### src/rtl/ps2_pkg.sv
// Shared PS/2 receiver definitions: frame geometry, FSM states and the
// odd-parity helper.
package ps2_pkg;

  localparam int FRAME_BITS = 11;

  typedef enum logic [1:0] {IDLE, RECV, CHECK} state_t;

  // Parity bit that makes data plus parity carry an odd number of ones.
  function automatic logic odd_parity(input logic [7:0] data);
    return ~(^data);
  endfunction

endpackage

### src/rtl/ps2_rx_fifo_sync_fifo.sv
// Show-ahead synchronous FIFO with occupancy count. A pop lets a push into a
// full FIFO; a pop on an empty FIFO is ignored even if a push arrives.
module sync_fifo #(
  parameter int DATA_W = 8,
  parameter int DEPTH  = 8
) (
  input  logic                    clk,
  input  logic                    rst_n,
  input  logic                    i_push,
  input  logic [DATA_W-1:0]       i_wr_data,
  input  logic                    i_pop,
  output logic [DATA_W-1:0]       o_rd_data,
  output logic                    o_empty,
  output logic                    o_full,
  output logic [$clog2(DEPTH):0]  o_count,
  output logic                    o_drop
);

  localparam int AW = $clog2(DEPTH);
  localparam logic [AW:0] CNT_FULL = (AW+1)'(DEPTH);
  localparam logic [AW:0] CNT_ONE  = (AW+1)'(1);

  logic [DATA_W-1:0] r_mem [DEPTH];
  logic [AW-1:0]     r_wr_ptr;
  logic [AW-1:0]     r_rd_ptr;
  logic [AW:0]       r_count;
  logic [DATA_W-1:0] r_rd_data;

  logic          w_empty;
  logic          w_full;
  logic          w_do_pop;
  logic          w_do_push;
  logic [AW-1:0] w_next_rd_ptr;

  assign w_empty       = (r_count == '0);
  assign w_full        = (r_count == CNT_FULL);
  assign w_do_pop      = i_pop & ~w_empty;
  assign w_do_push     = i_push & (~w_full | w_do_pop);
  assign w_next_rd_ptr = r_rd_ptr + 1'b1;

  always_ff @(posedge clk) begin
    if (w_do_push) r_mem[r_wr_ptr] <= i_wr_data;
  end

  always_ff @(posedge clk or negedge rst_n) begin
    if (!rst_n) begin
      r_wr_ptr  <= '0;
      r_rd_ptr  <= '0;
      r_count   <= '0;
      r_rd_data <= '0;
    end else begin
      if (w_do_push) r_wr_ptr <= r_wr_ptr + 1'b1;
      if (w_do_pop)  r_rd_ptr <= w_next_rd_ptr;
      case ({w_do_push, w_do_pop})
        2'b10:   r_count <= r_count + 1'b1;
        2'b01:   r_count <= r_count - 1'b1;
        default: r_count <= r_count;
      endcase
      // The head register bypasses memory when the new byte becomes the head.
      if (w_do_push && (w_empty || (w_do_pop && r_count == CNT_ONE)))
        r_rd_data <= i_wr_data;
      else if (w_do_pop && r_count > CNT_ONE)
        r_rd_data <= r_mem[w_next_rd_ptr];
    end
  end

  assign o_rd_data = r_rd_data;
  assign o_empty   = w_empty;
  assign o_full    = w_full;
  assign o_count   = r_count;
  assign o_drop    = i_push & w_full & ~w_do_pop;

endmodule

### src/rtl/ps2_rx_fifo.sv
// PS/2 keyboard receiver: synchronise and deglitch the lines, deframe
// 11-bit frames, buffer good bytes and keep sticky error flags.
module ps2_rx_fifo
  import ps2_pkg::*;
#(
  parameter int FIFO_DEPTH  = 8,
  parameter int SYNC_STAGES = 2,
  parameter int FILTER_LEN  = 4,
  parameter int TIMEOUT_CYC = 50000
) (
  input  logic                          CLOCK_50,
  input  logic                          RESET_N,
  input  logic                          PS2_KBCLK,
  input  logic                          PS2_KBDAT,
  input  logic                          rd_en,
  input  logic                          clr_err,
  output logic [7:0]                    rd_data,
  output logic                          empty,
  output logic                          full,
  output logic [$clog2(FIFO_DEPTH):0]   count,
  output logic                          parity_err,
  output logic                          frame_err,
  output logic                          overflow
);

  localparam int FW = $clog2(FILTER_LEN + 1);
  localparam int TW = $clog2(TIMEOUT_CYC + 1);
  localparam logic [FW-1:0] FILT_MAX = FW'(FILTER_LEN - 1);
  localparam logic [TW-1:0] TO_MAX   = TW'(TIMEOUT_CYC);
  localparam logic [3:0]    PAR_IDX  = 4'(FRAME_BITS - 2);

  logic [SYNC_STAGES-1:0] r_clk_sync;
  logic [SYNC_STAGES-1:0] r_dat_sync;
  logic [FW-1:0]          r_filt_cnt;
  logic                   r_filt_clk;
  logic                   r_filt_d;
  logic                   w_clk_s;
  logic                   w_dat_s;
  logic                   w_fall;

  assign w_clk_s = r_clk_sync[SYNC_STAGES-1];
  assign w_dat_s = r_dat_sync[SYNC_STAGES-1];
  assign w_fall  = r_filt_d & ~r_filt_clk;

  always_ff @(posedge CLOCK_50 or negedge RESET_N) begin
    if (!RESET_N) begin
      r_clk_sync <= '1;
      r_dat_sync <= '1;
      r_filt_cnt <= '0;
      r_filt_clk <= 1'b1;
      r_filt_d   <= 1'b1;
    end else begin
      r_clk_sync <= {r_clk_sync[SYNC_STAGES-2:0], PS2_KBCLK};
      r_dat_sync <= {r_dat_sync[SYNC_STAGES-2:0], PS2_KBDAT};
      r_filt_d   <= r_filt_clk;
      // Only a run of FILTER_LEN samples that disagree with the filtered level flips it.
      if (w_clk_s == r_filt_clk) begin
        r_filt_cnt <= '0;
      end else if (r_filt_cnt == FILT_MAX) begin
        r_filt_clk <= w_clk_s;
        r_filt_cnt <= '0;
      end else begin
        r_filt_cnt <= r_filt_cnt + 1'b1;
      end
    end
  end

  state_t        r_state, w_state_next;
  logic [3:0]    r_bit_cnt, w_bit_next;
  logic [7:0]    r_shift, w_shift_next;
  logic          r_par, w_par_next;
  logic          r_stop, w_stop_next;
  logic [TW-1:0] r_to_cnt, w_to_next;
  logic          w_push;
  logic          w_set_ferr;
  logic          w_set_perr;
  logic          w_drop;

  always_ff @(posedge CLOCK_50 or negedge RESET_N) begin
    if (!RESET_N) begin
      r_state   <= IDLE;
      r_bit_cnt <= '0;
      r_shift   <= '0;
      r_par     <= 1'b0;
      r_stop    <= 1'b0;
      r_to_cnt  <= '0;
    end else begin
      r_state   <= w_state_next;
      r_bit_cnt <= w_bit_next;
      r_shift   <= w_shift_next;
      r_par     <= w_par_next;
      r_stop    <= w_stop_next;
      r_to_cnt  <= w_to_next;
    end
  end

  always_comb begin
    w_state_next = r_state;
    w_bit_next   = r_bit_cnt;
    w_shift_next = r_shift;
    w_par_next   = r_par;
    w_stop_next  = r_stop;
    w_to_next    = '0;
    w_push       = 1'b0;
    w_set_ferr   = 1'b0;
    w_set_perr   = 1'b0;
    case (r_state)
      IDLE: begin
        if (w_fall) begin
          if (!w_dat_s) begin
            w_state_next = RECV;
            w_bit_next   = 4'd1;
          end else begin
            w_set_ferr = 1'b1;
          end
        end
      end
      RECV: begin
        if (w_fall) begin
          if (r_bit_cnt < PAR_IDX) begin
            w_shift_next = {w_dat_s, r_shift[7:1]};
            w_bit_next   = r_bit_cnt + 4'd1;
          end else if (r_bit_cnt == PAR_IDX) begin
            w_par_next = w_dat_s;
            w_bit_next = r_bit_cnt + 4'd1;
          end else begin
            w_stop_next  = w_dat_s;
            w_bit_next   = '0;
            w_state_next = CHECK;
          end
        end else if (r_to_cnt == TO_MAX) begin
          w_to_next    = r_to_cnt;
          w_set_ferr   = 1'b1;
          w_bit_next   = '0;
          w_state_next = IDLE;
        end else begin
          w_to_next = r_to_cnt + 1'b1;
        end
      end
      CHECK: begin
        w_state_next = IDLE;
        if (!r_stop)
          w_set_ferr = 1'b1;
        else if (odd_parity(r_shift) != r_par)
          w_set_perr = 1'b1;
        else
          w_push = 1'b1;
      end
      default: w_state_next = IDLE;
    endcase
  end

  sync_fifo #(
    .DATA_W (8),
    .DEPTH  (FIFO_DEPTH)
  ) u_fifo (
    .clk       (CLOCK_50),
    .rst_n     (RESET_N),
    .i_push    (w_push),
    .i_wr_data (r_shift),
    .i_pop     (rd_en),
    .o_rd_data (rd_data),
    .o_empty   (empty),
    .o_full    (full),
    .o_count   (count),
    .o_drop    (w_drop)
  );

  logic r_parity_err, r_frame_err, r_overflow;

  // A new error in the same cycle as clr_err survives the clear.
  always_ff @(posedge CLOCK_50 or negedge RESET_N) begin
    if (!RESET_N) begin
      r_parity_err <= 1'b0;
      r_frame_err  <= 1'b0;
      r_overflow   <= 1'b0;
    end else begin
      r_parity_err <= w_set_perr | (r_parity_err & ~clr_err);
      r_frame_err  <= w_set_ferr | (r_frame_err & ~clr_err);
      r_overflow   <= w_drop | (r_overflow & ~clr_err);
    end
  end

  assign parity_err = r_parity_err;
  assign frame_err  = r_frame_err;
  assign overflow   = r_overflow;

endmodule

### config.mk
export PLATFORM = sky130hd
export DESIGN_NAME = ps2_rx_fifo
export DESIGN_NICKNAME = d
export VERILOG_FILES = /design/src/rtl/ps2_pkg.sv /design/src/rtl/ps2_rx_fifo_sync_fifo.sv /design/src/rtl/ps2_rx_fifo.sv
export SDC_FILE = /design/constraint.sdc
export NUM_CORES = 1
export LEC_CHECK = 0
export ABC_AREA = 1
export CORE_UTILIZATION = 44
export DETAILED_ROUTE_END_ITERATION = 8
export PLACE_DENSITY_LB_ADDON = 0.05
export SYNTH_ARGS = -nofsm -noshare
export SYNTH_HDL_FRONTEND = slang
export SYNTH_SLANG_ARGS = --single-unit
### constraint.sdc
create_clock -name CLOCK_50 -period 2.9 [get_ports CLOCK_50]
set_clock_uncertainty 0.1 [all_clocks]
set_input_delay 0.58 -clock CLOCK_50 [delete_from_list [all_inputs] [get_ports CLOCK_50]]
set_output_delay 0.58 -clock CLOCK_50 [all_outputs]
set_load 0.01 [all_outputs]
After elaboration in Yosys (flattened, before gate mapping)

Memory sizes are Yosys's and may differ from the RTL's.
Cells that the tools add are included.

Register bits: 62
Bits in writable memories: 64
Input port bits: 6
Output and inout port bits: 17
Logic and storage cells: 118
Memories kept: 1

Memory list:

| name         | depth | width | read ports | clocked after Yosys merged registers in | write ports | line                        | RTL |
|---|---|---|---|---|---|---|---|
| u_fifo.r_mem | 8     | 8     | 1          | 0                                       | 1           | ps2_rx_fifo_sync_fifo.sv:23 | `logic [DATA_W-1:0] r_mem [DEPTH];` |

Add/subtract/negate cells: 7
$lt $le $gt $ge: 2
Equality and inequality tests: 17
Mux-type cells: 36
Bitwise logic cells: 21
Reduce and logical (&&, ||, !) cells: 16

Operators with widths:

| operator                                                              | count |
|---|---|
| 16-bit 2-to-1 mux                                                     | 3 |
| 4-bit 2-to-1 mux                                                      | 6 |
| 16-bit by 1-bit adder with 16-bit output, second input constant       | 1 |
| 16-bit equality test, second input constant                           | 1 |
| 8-bit 2-to-1 mux                                                      | 2 |
| 4-bit one-hot mux with 2 select lines                                 | 2 |
| 1-bit 2-to-1 mux                                                      | 13 |
| 2-bit 2-to-1 mux                                                      | 6 |
| 3-bit != test, second input constant                                  | 4 |
| 4-bit AND reduction                                                   | 3 |
| 3-bit by 1-bit adder with 3-bit output, second input constant         | 3 |
| 1-bit NOT                                                             | 9 |
| 4-bit by 1-bit adder with 4-bit output, second input constant         | 2 |
| 1-bit AND                                                             | 8 |
| 4-bit equality test, second input constant                            | 2 |
| 8-bit parity                                                          | 1 |
| 3-bit 2-to-1 mux                                                      | 2 |
| 2-bit nonzero test                                                    | 3 |
| 5-bit AND reduction                                                   | 1 |
| 2-bit by 1-bit equality test with 1-bit output, second input constant | 2 |
| 2-bit equality test, second input constant                            | 2 |
| 4-bit by 1-bit equality test with 1-bit output, second input constant | 1 |
| 4-bit by 1-bit > comparator with 1-bit output, second input constant  | 1 |
| 4-bit logical NOT                                                     | 1 |
| 14 further kinds                                                      | 20 |

Logic depth before layout (Yosys ltp)

Gate-level depths: netlist (run 1).

Depth after elaboration: 9
Depth in mapped cells: 16
Gate-level depth less buffers: 16

By module

Synthesis (run 1) repeated with hierarchy kept, for this count alone.

Cell total of the unflattened synthesis: 612
Area, all modules: 5967.0 sq um

By module, submodules not included:

| module      | times used | cells each | area each (sq um) | seq. area each (sq um) |
|---|---|---|---|---|
| sync_fifo   | 1          | 338        | 3641.0            | 2372.3 |
| ps2_rx_fifo | 1          | 274        | 2326.0            | 1108.6 |

Least setup slack after synthesis (run 1)

Ideal clock, no wire load.

Path type: reg-to-reg
From: register u_fifo.r_count[0] (netlist: u_fifo.o_count[0])
To: register u_fifo.r_count[2] (netlist: u_fifo.o_count[2])
Library setup time: 118 ps
Arrival: 2184 ps
Data required time: 2682 ps
Slack: 498 ps
Stages on the path, launching flop included: 13
Buffers on the path: 1
Period minus slack after synthesis: 2402 ps
Cell sequence: dfrtp_1 inv_1 ha_1 inv_1 nor3_1 nand2_1 buf_2 nand2_4 ha_1 a21oi_1 o21ai_0 xor2_1 inv_1

Elaborated cells between the ends (all ways): 13
Those cells by class: add/sub (2); eq/ne (3); mux (1); bitwise (5); reduce/logical (2)

RTL lines:

| item                                                                                  | line                        | RTL |
|---|---|---|
| from (decl)                                                                           | ps2_rx_fifo_sync_fifo.sv:26 | `logic [AW:0] r_count;` |
| from (signal assigned)                                                                | ps2_rx_fifo_sync_fifo.sv:55 | `2'b10: r_count <= r_count + 1'b1;` |
| from (signal assigned)                                                                | ps2_rx_fifo_sync_fifo.sv:56 | `2'b01: r_count <= r_count - 1'b1;` |
| from (signal assigned)                                                                | ps2_rx_fifo_sync_fifo.sv:57 | `default: r_count <= r_count;` |
| 4-bit equality test *                                                                 | ps2_rx_fifo_sync_fifo.sv:36 | `assign w_full = (r_count == CNT_FULL);` |
| via full                                                                              | ps2_rx_fifo.sv:19           | `output logic full,` |
| 1-bit NOT *                                                                           | ps2_rx_fifo_sync_fifo.sv:38 | `assign w_do_push = i_push & (~w_full \| w_do_pop);` |
| 1-bit bitwise OR *                                                                    | ps2_rx_fifo_sync_fifo.sv:38 |  |
| 1-bit AND *                                                                           | ps2_rx_fifo_sync_fifo.sv:38 |  |
| 2-bit by 1-bit equality test with 1-bit output or 2-bit equality test (tied branches) | ps2_rx_fifo_sync_fifo.sv:54 | `case ({w_do_push, w_do_pop})` |
| 4-bit one-hot mux with 2 select lines or 2-bit nonzero test (tied branches)           | n/a                         |  |

Mark *: on every way through the listed nets, which the timed path passes. The rest lies on a longest branch.
A chain may end at the register's enable or synchronous reset.

Final worst setup path (run 1)

From: register u_fifo.r_count[0] (netlist: u_fifo.o_count[0])
To: output full

Cells in the longest elaborated chain, start to end: 1

Ends and longest elaborated chain:

| item                | line |
|---|---|
| 4-bit equality test | ps2_rx_fifo_sync_fifo.sv:36 |
| to (decl)           | ps2_rx_fifo.sv:19 |

No other way between the ends.

==> results.cfg, run 1 <==
[cts]
clkSlewWorstSetupHoldPaths_ps = 60
postCtsSetupBuffers = 0
cts_resized = 0
ctsHoldBuffers = 0
numCtsBuffers = 17
clockBufferDepth = 2
insertion_delay_ps = 410
cts_root_buf = clkbuf_16
ctsHtreeMaxLevel = 4
cts_tree = yes
clock_sinks = 126

[placement]
place_area_um2 = 6160
dp_hpwl_um = 8470
dp.cells = 754
io_buffers = 22
globalplace.congestion = 0.804

[route]
wire_per_inst_um = 15.6
drc = 0
ant_nets = 0
vias_per_cell = 5.13
routed-via-count = 4033
drt_pass1_iterations = 4
drt_iter0_drc = 269
wl_um = 12300

[synthesis]
synth_cells = 555
synth_nets = 573
synthMuxAreaShare = 0.00199
synth_area_leaders = edfxtp_1 (34%), dfrtp_1 (25%), nand2_1 (6.4%), o21ai_0 (5.0%), inv_1 (4.2%)
synth_cell_types = 38
ys.flop_type = edfxtp_1
ys_seq_elements = 126
yosys.area_share.simple = 0.184
synth_edf_count = 64
yosysWarnings = 0
synthAdderAreaFrac = 0.0265
synth_top_family_by_area = simple AND/OR/NAND/NOR gates
synth.avg_cell_area_um2 = 10.2
netlist_area_um2 = 5660
synth_compound_area_frac = 0.0981
synth-xor-area-share = 0.0217
yosysTopAreaCellShare = 0.339
async_flop_share = 0.492
synth-seq-area-share = 0.615
yosysTopAreaCell = edfxtp_1

[grt]
grt_pass1_wl_um = 20100
grt.total_usage = 0.204
antenna_found_initial = 0
globalRouteOverflowTotal = 0
grt_max_degree = 34
grt_pass1_vias = 3943

[layout]
instances_no_fill = 786
nets = 619
diodes = 0
postLayoutCoreUtil = 0.542
syn_to_final_growth_pct = 20.2
stdcell_area_um2 = 6810
layout-drive-gt1-share = 0.122
fillers = 1103

[sta]
max_slew_margin = 0.370
setup_viol = 0
post-route-period-util = 0.929
setup_tns_ps = 0
fmax_mhz = 371
finalHoldViolCount = 0
slew_violations = 0
min_period_ps = 2690
rsz0062_at_grt = no
worstMarginPinSlew_ps = 944

[setup_path]
worstReg2RegStart = r_shift[2]
cp-start-kind = flip-flop
crit_top_cell = inv_1
cp.arrival_ps = 2010
critical_path_required_ps = 2220
slowest_stage = clkdlybuf4s50_1
reg2reg_slack_ps = 300
crit_fanout = 5
r2r-end = u_fifo.r_mem[6][1]
critPathMaxStageDelay_ps = 600
cp_cell_sequence = inv_1 -> ha_1 -> inv_1 -> nor3_1 -> clkdlybuf4s50_1
worst_setup_path_end_kind = output pin
path_class = reg -> out
r2r_cells = 11

[power_and_ir_drop]
ir_drop_mv = 0.427
finalPower_uw = 7070
cellLeakagePower_uw = 0.00276
p_per_area_nw_per_um2 = 1040

[floorplanning]
die_area_um2 = 13300
row_count = 41
core_um2 = 12600
io_pins = 23
fp.dieH_um = 115
start_util = 0.451
die_x_um = 115

[outcome]
status = finished clean

[worst_hold_path]
hp-class = in -> async

[flow_run]
max_cap_violations = 0
cell type report:
type	count	area (um2)	area share
clock buffer	17	425	0.0625
clock inverter	15	220	0.0323
inverter	67	251	0.0369
multi-input combinational	351	1880	0.276
sequential	126	3480	0.511
tap	172	215	0.0316
timing repair buffer	38	335	0.0493
flip-flops by register name, summed over array words and instances, names as in the netlist, 2 cells and up:
name,flops
r_dat_sync,2
r_filt_cnt,3
u_fifo.r_wr_ptr,3
r_bit_cnt,4
u_fifo.r_mem,64
u_fifo.r_rd_ptr,3
r_to_cnt,16
r_shift,8
r_state,2
u_fifo.o_count,4
r_clk_sync,2
u_fifo.o_rd_data,8
logic make-up after synthesis:
| logic type | count (synthesis) |
|---|---|
| AOI/OAI and AO/OA | 92 |
| xor gates and xnor gates | 14 |
| adders and majority gates | 12 |
| buffers and inverters | 78 |
| DFF | 126 |
| muxes | 1 |
| and+or+nand+nor | 232 |
worst max-delay path by stage:
stage                           start            endpoint  slack, ps  cells after the start
floorplan           u_fifo.o_count[0]   u_fifo.o_count[2]        500                     12
global placement           r_shift[6]  u_fifo.r_mem[4][2]        390                     10
detailed placement         r_shift[2]  u_fifo.r_mem[4][2]        310                     11
CTS                 u_fifo.o_count[0]                full        180                      5
global route        u_fifo.o_count[1]                full         30                      5
finish              u_fifo.o_count[0]                full        210                      5
metrics by stage:
step	setup WS (ps)	hold slack [ps]
3_5_place_dp	314	252
4_1_cts	183	152
6_report	205	127
3_3_place_gp	391	247
5_1_grt	34.2	195
2_1_floorplan	498	184
where the power goes:
part	total, uW	leakage [uW]	internal (uW)	switching (uW)
Clock	2290	0.000313	1520	770
Sequential	2470	0.00138	2200	270
Combinational	2310	0.00108	844	1470
cells in the mapped netlist (all sizes together) (6+ instances only):
cell,number
nand4,12
o221ai,16
nand2,101
nor3,13
clkbuf,8
dfrtp,56
xor2,8
o21ai,57
dfstp,6
edfxtp,64
inv,67
nand3,32
nor2,70
ha,12
a21oi,7
xnor2,6
worst max-delay path: cells and delay by family (launching register included):
kind | cells | cell delay [ps]
adders and majority gates | 1 | 150
DFF | 1 | 430
buffers and inverters | 3 | 800
and+or+nand+nor | 1 | 230
metal layers:
| metal | part of all wire | routed length, um | GRT usage | up-vias |
|---|---|---|---|---|
| met1 | 0.49 | 6070 | 0.275 | 1944 |
| met5 | 0 | 0 | 0 | - |
| met4 | 0.013 | 159 | 0.0823 | 0 |
| li1 | - | - | - | 1999 |
| met3 | 0.041 | 502 | 0.0544 | 9 |
| met2 | 0.45 | 5550 | 0.315 | 81 |
cell usage in the layout (no fill, tap or decap), drive strengths merged, types with 2 or more instances in the layout:
cell type,instances
clkinvlp,2
edfxtp,64
o2111ai,3
clkinv,8
o221ai,16
ha,12
bufinv,5
nand2,101
buf,17
nand3,32
xnor2,6
dfstp,6
xor2,8
o21ai,57
clkbuf,17
inv,67
a31oi,3
dfrtp,56
o22ai,2
nand4,12
clkdlybuf4s50,21
nor3,13
a21oi,7
nor2,70
Power figures use the tool's default switching activity.
==> inputs of run 2 (changes only) <==
Settings changed: CORE_UTILIZATION 44 to 38.
==> results.cfg, run 2 (synthesized netlist as in run 1, its figures left out) <==
[floorplanning]
core_um2 = 14500
fp.dieH_um = 124
die_x_um = 124
die_area_um2 = 15400
io_pins = 23
row_count = 44
start_util = 0.390

[setup_path]
crit_fanout = 5
cp_cell_sequence = inv_1 -> ha_1 -> inv_1 -> nor3_1 -> clkdlybuf4s50_1
critPathMaxStageDelay_ps = 600
critical_path_required_ps = 2220
worst-path-buf-inv = 3
cp.arrival_ps = 2060
crit_top_cell = inv_1
cp-start-kind = flip-flop
path_class = reg -> out
worst_setup_path_end_kind = output pin
slowest_stage = clkdlybuf4s50_1
cp_top_family = buffers and inverters

[route]
wl_um = 13300
wire_per_inst_um = 16.7
vias_per_cell = 5.10
drt_pass1_iterations = 5
ant_nets = 0
drt_iter0_drc = 347
routed-via-count = 4064
drc = 0

[sta]
finalHoldViolCount = 0
fmax_mhz = 364
max_slew_margin = 0.396
rsz0062_at_grt = no
setup_slack_ps = 155
slew_violations = 0
setup_viol = 0
holdWs_ps = 69.9
min_period_ps = 2740
post-route-period-util = 0.946
worstMarginPinSlew_ps = 905
setup_tns_ps = 0

[cts]
cts_resized = 0
postCtsSetupBuffers = 0
cts_root_buf = clkbuf_16
ctsHtreeMaxLevel = 4
ctsHoldBuffers = 0
insertion_delay_ps = 420
clockBufferDepth = 2
clock_sinks = 126
clkSlewWorstSetupHoldPaths_ps = 60
numCtsBuffers = 17
cts_tree = yes

[layout]
final_common_cell = nand2_1
layout-drive-gt1-share = 0.119
largest_register_ffs = 64
instances_no_fill = 797
largest-register = u_fifo.r_mem
nets = 618
syn_to_final_growth_pct = 20.7
diodes = 0
final_cell_mix = nand2_1 (97), edfxtp_1 (64), inv_1 (63), nor2_1 (63), o21ai_0 (57)
fillers = 1373
top_regs = u_fifo.r_mem (64), r_to_cnt (16)

[grt]
grt_pass1_vias = 3843
grt_pass1_wl_um = 20900
grt_max_degree = 63
grt.total_usage = 0.190
antenna_found_initial = 0
globalRouteOverflowTotal = 0

[power_and_ir_drop]
finalPower_uw = 7150
ir_drop_mv = 0.550
p_per_area_nw_per_um2 = 1050
cellLeakagePower_uw = 0.00276

[placement]
place_ws_ps = 279
globalplace.congestion = 0.782
dp.cells = 765
dp_hpwl_um = 8790
io_buffers = 22

[worst_hold_path]
hp-class = in -> async

[flow_run]
max_cap_violations = 0

[outcome]
status = finished clean
-- run 2: changes by cell type in the layout (fill, tap and decap cells not counted), sizes merged --
| cell | before | now |
|---|---|---|
| clkbuf | 17 | 18 |
| inv | 67 | 68 |
| clkinvlp | 2 | 4 |
| buf | 17 | 16 |
| clkinv | 8 | 4 |
-- run 2: path summary, 6_finish.rpt --
kind	to	start	depth (start not counted)	slack [ps]
worst max-delay path	full	u_fifo.o_count[0]	5	160
worst min register to register	r_dat_sync[1]	r_dat_sync[0]	0	260
min in group CLOCK_50	r_dat_sync[1]	r_dat_sync[0]	0	260
worst min-delay path	u_fifo.o_rd_data[1]	RESET_N	2	70
worst max register to register	u_fifo.r_mem[6][7]	r_shift[5]	12	320
max in group asynchronous	r_dat_sync[0]	RESET_N	2	2290
-- run 2: cell type report --
cell class | count | area [um2] | area share
timing repair buffer | 37 | 340 | 0.0498
inverter | 67 | 251 | 0.0368
clock inverter | 14 | 215 | 0.0315
tap | 184 | 230 | 0.0337
multi-input combinational | 351 | 1880 | 0.275
clock buffer | 18 | 439 | 0.0642
sequential | 126 | 3480 | 0.509
-- run 2: per-stage QoR --
| stage | utilization | instance area [um2] |
|---|---|---|
| after floorplan | - | 5660 |
| after global placement | 0.425 | 6180 |
| after detailed placement | 0.425 | 6180 |
| after CTS | 0.470 | 6840 |
| after global routing | 0.470 | 6840 |
| final | 0.470 | 6840 |
-- run 2: metal layers --
layer	track usage	wire length [um]
met3	0.0412	598
met4	0.0841	299
met5	0	0
met1	0.262	6370
met2	0.287	6040
-- run 2: worst reg2reg max path, stage by stage (launching register included) --
cell and delay [ps]:
dfrtp_1 520, inv_1 180, nand2_1 70, nand2_1 70
nand2_1 50, nand2_1 100, inv_1 60, nand3_2 70
nand2_4 80, nor2_8 180, nand2_4 80, or2_4 270
nor2_2 390
-- run 2: power breakdown --
| group | switching (uW) | internal, uW |
|---|---|---|
| Combinational | 1500 | 855 |
| Clock | 793 | 1550 |
| Sequential | 253 | 2200 |
| Total | 2550 | 4600 |
